$ cat src/rtl/rpn_controller.sv
// Command sequencer for the RPN calculator operand stack: decodes one command at a time and drives the stack strobes.
// Optional feature: define RPN_MOD_EN to enable opcode 11 (MOD) on the shared divider.
module rpn_controller #(
   parameter int WIDTH = 32,
   parameter int RADIX = 10
) (
   input  logic             clock,
   input  logic             reset,
   input  logic             cmd_valid,
   output logic             cmd_ready,
   input  logic [3:0]       cmd_op,
   input  logic [3:0]       cmd_digit,
   input  logic [WIDTH-1:0] stack_top,
   input  logic [WIDTH-1:0] stack_next,
   input  logic [5:0]       stack_count,
   input  logic             stack_error,
   output logic             stack_push,
   output logic             stack_pop,
   output logic             stack_write,
   output logic [WIDTH-1:0] stack_value,
   output logic             stack_reset,
   output logic             op_done,
   output logic [1:0]       err_code,
   output logic [1:0]       debug_state
);

   localparam int CW = $clog2(WIDTH);
   localparam logic [WIDTH-1:0] RADIX_W = WIDTH'(RADIX);

   localparam logic [3:0] OP_DIGIT   = 4'd1;
   localparam logic [3:0] OP_ENTER   = 4'd2;
   localparam logic [3:0] OP_DROP    = 4'd3;
   localparam logic [3:0] OP_ADD     = 4'd4;
   localparam logic [3:0] OP_SUB     = 4'd5;
   localparam logic [3:0] OP_MUL     = 4'd6;
   localparam logic [3:0] OP_DIV     = 4'd7;
   localparam logic [3:0] OP_NEG     = 4'd8;
   localparam logic [3:0] OP_CLEAR   = 4'd9;
   localparam logic [3:0] OP_CLR_ALL = 4'd10;
`ifdef RPN_MOD_EN
   localparam logic [3:0] OP_MOD     = 4'd11;
`endif

   typedef enum logic [1:0] {
      S_IDLE    = 2'd0,
      S_EXEC    = 2'd1,
      S_DIV_RUN = 2'd2
   } state_t;

   state_t state, state_nxt;

   // Handshake: a command transfers on a rising edge where cmd_valid && cmd_ready;
   // cmd_ready is high only in IDLE with reset released, and cmd_valid is ignored otherwise.
   logic accept;
   assign cmd_ready   = (state == S_IDLE) && reset;
   assign accept      = cmd_valid && cmd_ready;
   assign debug_state = state;

   logic [WIDTH-1:0] div_q, div_d, div_r;
   logic [CW-1:0]    div_cnt;
   logic             div_neg_q;
`ifdef RPN_MOD_EN
   logic             div_is_mod, div_neg_r;
   logic             is_mod_nxt, neg_r_nxt;
`endif

   logic             push_nxt, pop_nxt, write_nxt, sreset_nxt, done_nxt;
   logic [WIDTH-1:0] value_nxt;
   logic [1:0]       err_nxt;
   logic [WIDTH-1:0] q_nxt, d_nxt, r_nxt;
   logic [CW-1:0]    cnt_nxt;
   logic             neg_q_nxt;

   function automatic logic [WIDTH-1:0] magnitude(input logic [WIDTH-1:0] a);
      return a[WIDTH-1] ? -a : a;
   endfunction

   // One restoring step: shift the next dividend bit into the partial remainder.
   logic [WIDTH:0]   div_shift;
   logic             div_fit;
   logic [WIDTH-1:0] step_q, step_r, quot_signed, rem_signed;
   always_comb begin
      div_shift   = {div_r, div_q[WIDTH-1]};
      div_fit     = (div_shift >= {1'b0, div_d});
      step_r      = div_fit ? WIDTH'(div_shift - {1'b0, div_d}) : div_shift[WIDTH-1:0];
      step_q      = {div_q[WIDTH-2:0], div_fit};
      quot_signed = div_neg_q ? -step_q : step_q;
`ifdef RPN_MOD_EN
      rem_signed  = div_neg_r ? -step_r : step_r;
`else
      rem_signed  = '0;
`endif
   end

   logic       is_div_op, is_binary, digit_ok;
   logic [1:0] accept_err;
   always_comb begin
      is_div_op = (cmd_op == OP_DIV);
`ifdef RPN_MOD_EN
      if (cmd_op == OP_MOD) is_div_op = 1'b1;
`endif
      is_binary = is_div_op || (cmd_op == OP_ADD) || (cmd_op == OP_SUB) || (cmd_op == OP_MUL);
      digit_ok  = (int'(cmd_digit) < RADIX);
      accept_err = 2'd0;
      if (is_binary && stack_count == 6'd1)
         accept_err = 2'd1;
      else if (cmd_op == OP_ENTER && (stack_count == 6'd0 || stack_error))
         accept_err = 2'd2;
      else if (is_div_op && stack_top == '0)
         accept_err = 2'd3;
   end

   always_ff @(posedge clock or negedge reset) begin
      if (!reset) state <= S_IDLE;
      else        state <= state_nxt;
   end

   always_comb begin
      state_nxt  = state;
      push_nxt   = 1'b0;
      pop_nxt    = 1'b0;
      write_nxt  = 1'b0;
      sreset_nxt = 1'b0;
      done_nxt   = 1'b0;
      value_nxt  = '0;
      err_nxt    = err_code;
      q_nxt      = div_q;
      d_nxt      = div_d;
      r_nxt      = div_r;
      cnt_nxt    = div_cnt;
      neg_q_nxt  = div_neg_q;
`ifdef RPN_MOD_EN
      is_mod_nxt = div_is_mod;
      neg_r_nxt  = div_neg_r;
`endif
      case (state)
         S_IDLE: begin
            if (accept) begin
               err_nxt = accept_err;
               if (is_div_op && accept_err == 2'd0) begin
                  state_nxt = S_DIV_RUN;
                  q_nxt     = magnitude(stack_next);
                  d_nxt     = magnitude(stack_top);
                  r_nxt     = '0;
                  cnt_nxt   = '0;
                  neg_q_nxt = stack_next[WIDTH-1] ^ stack_top[WIDTH-1];
`ifdef RPN_MOD_EN
                  is_mod_nxt = (cmd_op == OP_MOD);
                  neg_r_nxt  = stack_next[WIDTH-1];
`endif
               end else begin
                  state_nxt = S_EXEC;
                  done_nxt  = 1'b1;
                  if (accept_err == 2'd0) begin
                     case (cmd_op)
                        OP_DIGIT: if (digit_ok) begin
                           write_nxt = 1'b1;
                           value_nxt = stack_top * RADIX_W + WIDTH'(cmd_digit);
                        end
                        OP_ENTER: push_nxt = 1'b1;
                        OP_DROP: begin
                           // A single remaining element is zeroed rather than removed.
                           if (stack_count == 6'd1) write_nxt = 1'b1;
                           else                     pop_nxt   = 1'b1;
                        end
                        OP_ADD: begin
                           pop_nxt = 1'b1; write_nxt = 1'b1; value_nxt = stack_next + stack_top;
                        end
                        OP_SUB: begin
                           pop_nxt = 1'b1; write_nxt = 1'b1; value_nxt = stack_next - stack_top;
                        end
                        OP_MUL: begin
                           pop_nxt = 1'b1; write_nxt = 1'b1; value_nxt = stack_next * stack_top;
                        end
                        OP_NEG: begin
                           write_nxt = 1'b1; value_nxt = -stack_top;
                        end
                        OP_CLEAR:   write_nxt  = 1'b1;
                        OP_CLR_ALL: sreset_nxt = 1'b1;
                        default: ;
                     endcase
                  end
               end
            end
         end
         S_DIV_RUN: begin
            q_nxt   = step_q;
            r_nxt   = step_r;
            cnt_nxt = div_cnt + 1'b1;
            if (div_cnt == CW'(WIDTH - 1)) begin
               state_nxt = S_EXEC;
               done_nxt  = 1'b1;
               pop_nxt   = 1'b1;
               write_nxt = 1'b1;
               value_nxt = quot_signed;
`ifdef RPN_MOD_EN
               if (div_is_mod) value_nxt = rem_signed;
`endif
            end
         end
         S_EXEC:  state_nxt = S_IDLE;
         default: state_nxt = S_IDLE;
      endcase
   end

   always_ff @(posedge clock or negedge reset) begin
      if (!reset) begin
         stack_push  <= 1'b0;
         stack_pop   <= 1'b0;
         stack_write <= 1'b0;
         stack_reset <= 1'b0;
         stack_value <= '0;
         op_done     <= 1'b0;
         err_code    <= 2'd0;
         div_q       <= '0;
         div_d       <= '0;
         div_r       <= '0;
         div_cnt     <= '0;
         div_neg_q   <= 1'b0;
`ifdef RPN_MOD_EN
         div_is_mod  <= 1'b0;
         div_neg_r   <= 1'b0;
`endif
      end else begin
         stack_push  <= push_nxt;
         stack_pop   <= pop_nxt;
         stack_write <= write_nxt;
         stack_reset <= sreset_nxt;
         stack_value <= value_nxt;
         op_done     <= done_nxt;
         err_code    <= err_nxt;
         div_q       <= q_nxt;
         div_d       <= d_nxt;
         div_r       <= r_nxt;
         div_cnt     <= cnt_nxt;
         div_neg_q   <= neg_q_nxt;
`ifdef RPN_MOD_EN
         div_is_mod  <= is_mod_nxt;
         div_neg_r   <= neg_r_nxt;
`endif
      end
   end

endmodule

$ cat config.mk
export PLATFORM = sky130hd
export DESIGN_NAME = rpn_controller
export DESIGN_NICKNAME = d
export VERILOG_FILES = /design/src/rtl/rpn_controller.sv
export SDC_FILE = /design/constraint.sdc
export NUM_CORES = 2
export LEC_CHECK = 0
export ABC_CLOCK_PERIOD_IN_PS = 5400
export CAP_MARGIN = 30
export CORE_UTILIZATION = 35
export DETAILED_ROUTE_END_ITERATION = 16
export GPL_TIMING_DRIVEN = 0
export PLACE_DENSITY_LB_ADDON = 0.2
export SLEW_MARGIN = 20
export SYNTH_ARGS = -nofsm -noshare
export SYNTH_HDL_FRONTEND = slang
export SYNTH_SLANG_ARGS = --single-unit
$ cat constraint.sdc
create_clock -name clock -period 5.4 [get_ports clock]
set_input_delay 0.81 -clock clock [delete_from_list [all_inputs] [get_ports clock]]
set_output_delay 0.81 -clock clock [all_outputs]
set_load 0.1 [all_outputs]
# --- After elaboration in Yosys (flattened, before gate mapping) ---
# Index checks and enable logic that the tools add are counted.
totals:
  reg_bits: 143
  in_bits: 82
  out_inout_bits: 42
  wordCells: 117
classes:
  add_sub_neg: 8
  mul: 2
  order_cmp: 2
  eq_ne: 16
  muxes: 54
  bitwise: 1
  reduce_logical: 21
ops:
  columns: ["operator", "count"]
  rows:
  - ["2-to-1 mux 32 bit", 13]
  - ["one-hot mux 32 bit (2 select lines)", 3]
  - ["one-hot mux 32 bit (5 select lines)", 1]
  - ["negator 32 bit", 3]
  - ["subtractor 32 bit", 2]
  - [">= comparator 33 x 32 -> 1 bit", 1]
  - ["adder 32 bit", 1]
  - ["adder 32 x 4 -> 32 bit", 1]
  - ["logical NOT 32 bit", 1]
  - ["multiplier 32 x 3 -> 31 bit, second input constant", 1]
  - ["multiplier 32 x 32 -> 32 bit", 1]
  - ["2-to-1 mux 1 bit", 22]
  - ["equality test 4 x 3 -> 1 bit, second input constant", 4]
  - ["equality test 4 bit, second input constant", 3]
  - ["2-to-1 mux 2 bit", 6]
  - ["2-to-1 mux 5 bit", 2]
  - ["one-hot mux 5 bit (2 select lines)", 1]
  - ["equality test 4 x 2 -> 1 bit, second input constant", 2]
  - ["one-hot mux 1 bit (2 select lines)", 4]
  - ["equality test 6 x 1 -> 1 bit, second input constant", 1]
  - ["logical AND 1 bit", 6]
  - ["logical NOT 6 bit", 1]
  - ["AND reduction 3 bit", 2]
  - ["adder 5 x 1 -> 5 bit, second input constant", 1]
  - ["15 further kinds", 21]

# --- Logic depth before layout (Yosys ltp) ---
depth:
  word_depth: 11
  ltp_mapped: 30
  ltp_nobuf: 28

# --- Worst setup path after synthesis ---
# No wires, ideal clock.
synth_timing:
  path_type: "input to register"
  startpoint: "input port stack_top[8]"
  endpoint: "register stack_value[31]"
  setup_ns: 0.142
  arrival_ns: 8.023
  required_time_ns: 5.258
  slack_ns: -2.765
  path_stages: 29
  path_buffers: 2
  cell_sequence: "clkbuf_1 > buf_1 > nand2_1 > fa_1 > inv_1 > fa_1 > fa_1 > inv_1 > fa_1 > inv_1 > fa_1 > inv_1 > fa_1 > inv_1 > fa_1 > fa_1 > ha_1 > a21o_1 > a21o_1 > a21oi_1 > o21ai_0 > a31o_2 > a2111oi_0 > nor3b_1 > o41ai_1 > xnor2_1 > a211oi_1 > and3_1 > o22ai_1"
synth_via:
  elab_chain_len: 10
  word_cells_on_any_way: 19
  cone_classes: "add/sub: 4; mul: 2; mux: 9; reduce/logical: 4"
synth_rtl:
  columns: ["element", "line_no", "rtl"]
  rows:
  - ["from (decl)", "13", "input logic [WIDTH-1:0] stack_top,"]
  - ["branches (longest 7 deep; another with multiplier 32 x 3 -> 31 bit)", null, null]
  - ["2-to-1 mux 32 bit (*)", "140", "if (is_div_op && accept_err == 2'd0) begin"]
  - ["2-to-1 mux 32 bit (*)", "138", "if (accept) begin"]
  - ["one-hot mux 32 bit (2 select lines) (*)", "136", "case (state)"]
  - ["net value_nxt[31]", "68", "logic [WIDTH-1:0] value_nxt;"]
  - ["to (signal assigned)", "229", "stack_value <= value_nxt;"]
  - ["to (decl)", "20", "output logic [WIDTH-1:0] stack_value,"]
# Mark *: on every way through the listed nets, which the timed path passes.
# A chain may end at the register's enable or synchronous reset.

# --- Worst setup path after layout ---
layout_timing:
  startpoint: "input port stack_top[26]"
  endpoint: "register stack_value[31]"
# Same word-level chain as after synthesis.

==> results.txt <==
#FFs+latches synth: 143
Max-slew violation count: 0
Worst EP arrival: 8.14 ns
Worst slew margin: 30.4%
Via count: 27.7k
Grt ovf: 0
Synth top area share: 27.0%
First-pass GRT wire length: 185 mm
Cell area after synthesis: 0.0305 mm2
Antenna-violating nets left: 0
Top FF cell, synth: dfrtp_1
DRC viols: 0
Worst slew pin tran: 1.04 ns
# rows: 107
Clk buf depth: 2
Crit Path Max Fanout: 10
Failing checks: negative setup slack
CTS tree: yes
Biggest area consumer among synthesized cells: fa_1
Final setup skew: 0.0238 ns
Post-synth net total: 4403
Post-synth EDFFs: 0
Max Cap Viol: 0
Synth-to-Final Area Change: 23.8%
Avg Inst Size Synth: 8.35 um2
Max Freq: 127 MHz
Outcome: finished with violations
Clock sinks: 143
Filler cells: 8579
Syn Inst Count: 3658
Fin crit share: 146%
Setup TNS: -37.66 ns
Asr flop ratio synth: 100%
Critical path class: primary input to register
HP Class: primary input to async pin
Starting DRT DRC Count: 2310
Hold Fails Final Rpt: 0
Core outline area: 0.0858 mm2
Ratio of cells with drive above 1 in the final layout: 15.3%
Setup crit end kind: register
Fin worst setup slack: -2.47 ns
DP HPWL: 101 mm
Worst skew pair latency: 0.46 ns
H-tree depth: 4
Period minus WS final: 7.87 ns
IO buf count: 118
Reg clk slew, reported paths: 0.09 ns
GP Congestion: 0.981
WL/cell: 25.1 um
Die Area: 0.0884 mm2
Initial core utilization: 35.6%
Hold buffer count at CTS: 0
DR pass1 iterations: 7
Final WL: 127 mm
YS warnings: 0
Critical Path Source Type: primary input
Die X-Extent: 297 um
Average vias per placed instance: 5.45
RSZ-0062 raised after global routing: true
Top post-synthesis cells by area: fa_1 27%, dfrtp_1 12%, ha_1 10%, and2_1 6.4%, inv_1 5.7%
Cell variety after synth: 79
IO Count: 124
Post-synthesis sequential area ratio: 11.7%
CTS Buf Count: 17
Root Buffer: clkbuf_16
Final net count: 4655
CP required: 5.67 ns
Final setup viols: 25
Chip Height: 297 um
Vias in the first global route: 27.5k
GRT Util Overall: 28.5%
Largest net degree at the start of global routing: 92
Initial antenna violation count: 9
metrics by stage:
stage	utilization (%)	hold slack [ns]	area (um2)	instances	setup WS (ns)
5_1_grt	44.0	0.291	37800	5068	-2.60
6_report	44.0	0.253	37800	5071	-2.47
2_1_floorplan	-	0.444	31000	3658	-2.15
3_5_place_dp	39.3	0.462	33700	4926	-5.01
4_1_cts	43.1	0.266	37000	5027	-2.47
3_3_place_gp	39.2	0.452	33600	4920	-4.92
Yosys cell counts (14+ instances only):
cell type and n:
inv_1 463, nand2_1 421, fa_1 412, and2_1 314
ha_1 251, o21ai_0 192, clkbuf_1 184, xnor2_1 170
xor2_1 161, nor2_1 158, a21oi_1 146, dfrtp_1 143
nand3_1 61, o22ai_1 57, a21o_1 55, nor3_1 55
nand2b_1 42, or3_1 22, o21a_1 21, nor2b_1 20
o31ai_1 19, or4_1 18, a211oi_1 17, a221oi_1 16
a31oi_1 16, nand4_1 16, buf_1 14
final timing paths:
kind	from	endpoint	slack, ns	cells after the start
min reg2reg	err_code[1]	err_code[1]	0.47	2
max in group asynchronous	reset	div_r[29]	4.27	2
min	reset	stack_value[9]	0.25	1
min in group clock	err_code[1]	err_code[1]	0.47	2
max	stack_top[26]	stack_value[31]	-2.47	24
max reg2reg	div_d[1]	stack_value[30]	-0.68	21
critical path, cell delays in order:
cell             delay, ns
clkdlybuf4s50_1       0.77
buf_2                 0.40
nand2_1               0.13
fa_1                  0.45
fa_1                  0.39
fa_1                  0.49
inv_1                 0.05
fa_1                  0.57
inv_1                 0.07
fa_1                  0.45
fa_1                  0.51
fa_1                  0.44
fa_1                  0.43
xor2_1                0.17
xnor2_1               0.30
xnor2_1               0.21
xnor2_1               0.14
xnor2_2               0.29
xnor2_1               0.14
xnor2_1               0.24
xnor2_2               0.16
a211oi_2              0.24
and3_1                0.20
o22ai_2               0.09
state kept, by name, summed over array words and instances (netlist names), 2 cells and up:
signal and count:
div_d 32, div_r 32, stack_value 32, err_code 2, debug_state 2, div_cnt 5, div_q 32
final cells by class:
| type | count | area [um2] | share of cell area [%] |
|---|---|---|---|
| Antenna cell | 4 | 10.0 | 0.0265 |
| Buffer | 207 | 2180 | 5.76 |
| Clock buffer | 18 | 429 | 1.14 |
| Clock inverter | 14 | 149 | 0.394 |
| Inverter | 464 | 1740 | 4.61 |
| Multi-Input combinational cell | 2840 | 26000 | 68.7 |
| Sequential cell | 143 | 3580 | 9.47 |
| Tap cell | 1144 | 1430 | 3.79 |
| Timing Repair Buffer | 237 | 2320 | 6.14 |
cells in the final DEF, fill, tap and decap left out, drive strengths merged, types with 19 or more instances in the layout:
master         instances
a21o                  55
a21oi                146
and2                 315
buf                  209
clkbuf               177
clkdlybuf4s50         63
dfrtp                143
fa                   412
ha                   251
inv                  470
nand2                421
nand2b                43
nand3                 61
nor2                 159
nor2b                 20
nor3                  58
o21a                  21
o21ai                195
o22ai                 57
o31ai                 19
or3                   27
xnor2                171
xor2                 161
cell families after synthesis:
logic type,synth area share [%]
buf+inv,8.37
mux,0.463
simple gates,19.6
compound gates,13.0
flops,11.7
fa+ha+maj,37.3
xor+xnor,9.55
metal layers:
| metal | vias up | wire length, um | track usage (%) |
|---|---|---|---|
| met1 | 13900 | 54800 | 37.8 |
| met5 | - | 38 | 0 |
| li1 | 12400 | - | - |
| met3 | 273 | 8160 | 4.18 |
| met4 | 6 | 6970 | 13.0 |
| met2 | 1062 | 57500 | 45.9 |
repair_timing:
action / in CTS / in global routing
buffers inserted: 68 / 44
endpoints found under the setup margin: 131 / 122
pin swaps: 110 / 125
gates cloned: 1 / 0
gates resized for setup: 717 / 189
Power is left out: the tool's default activity adds up to more than one toggle a clock period on the data nets, which glitch-free logic cannot reach.
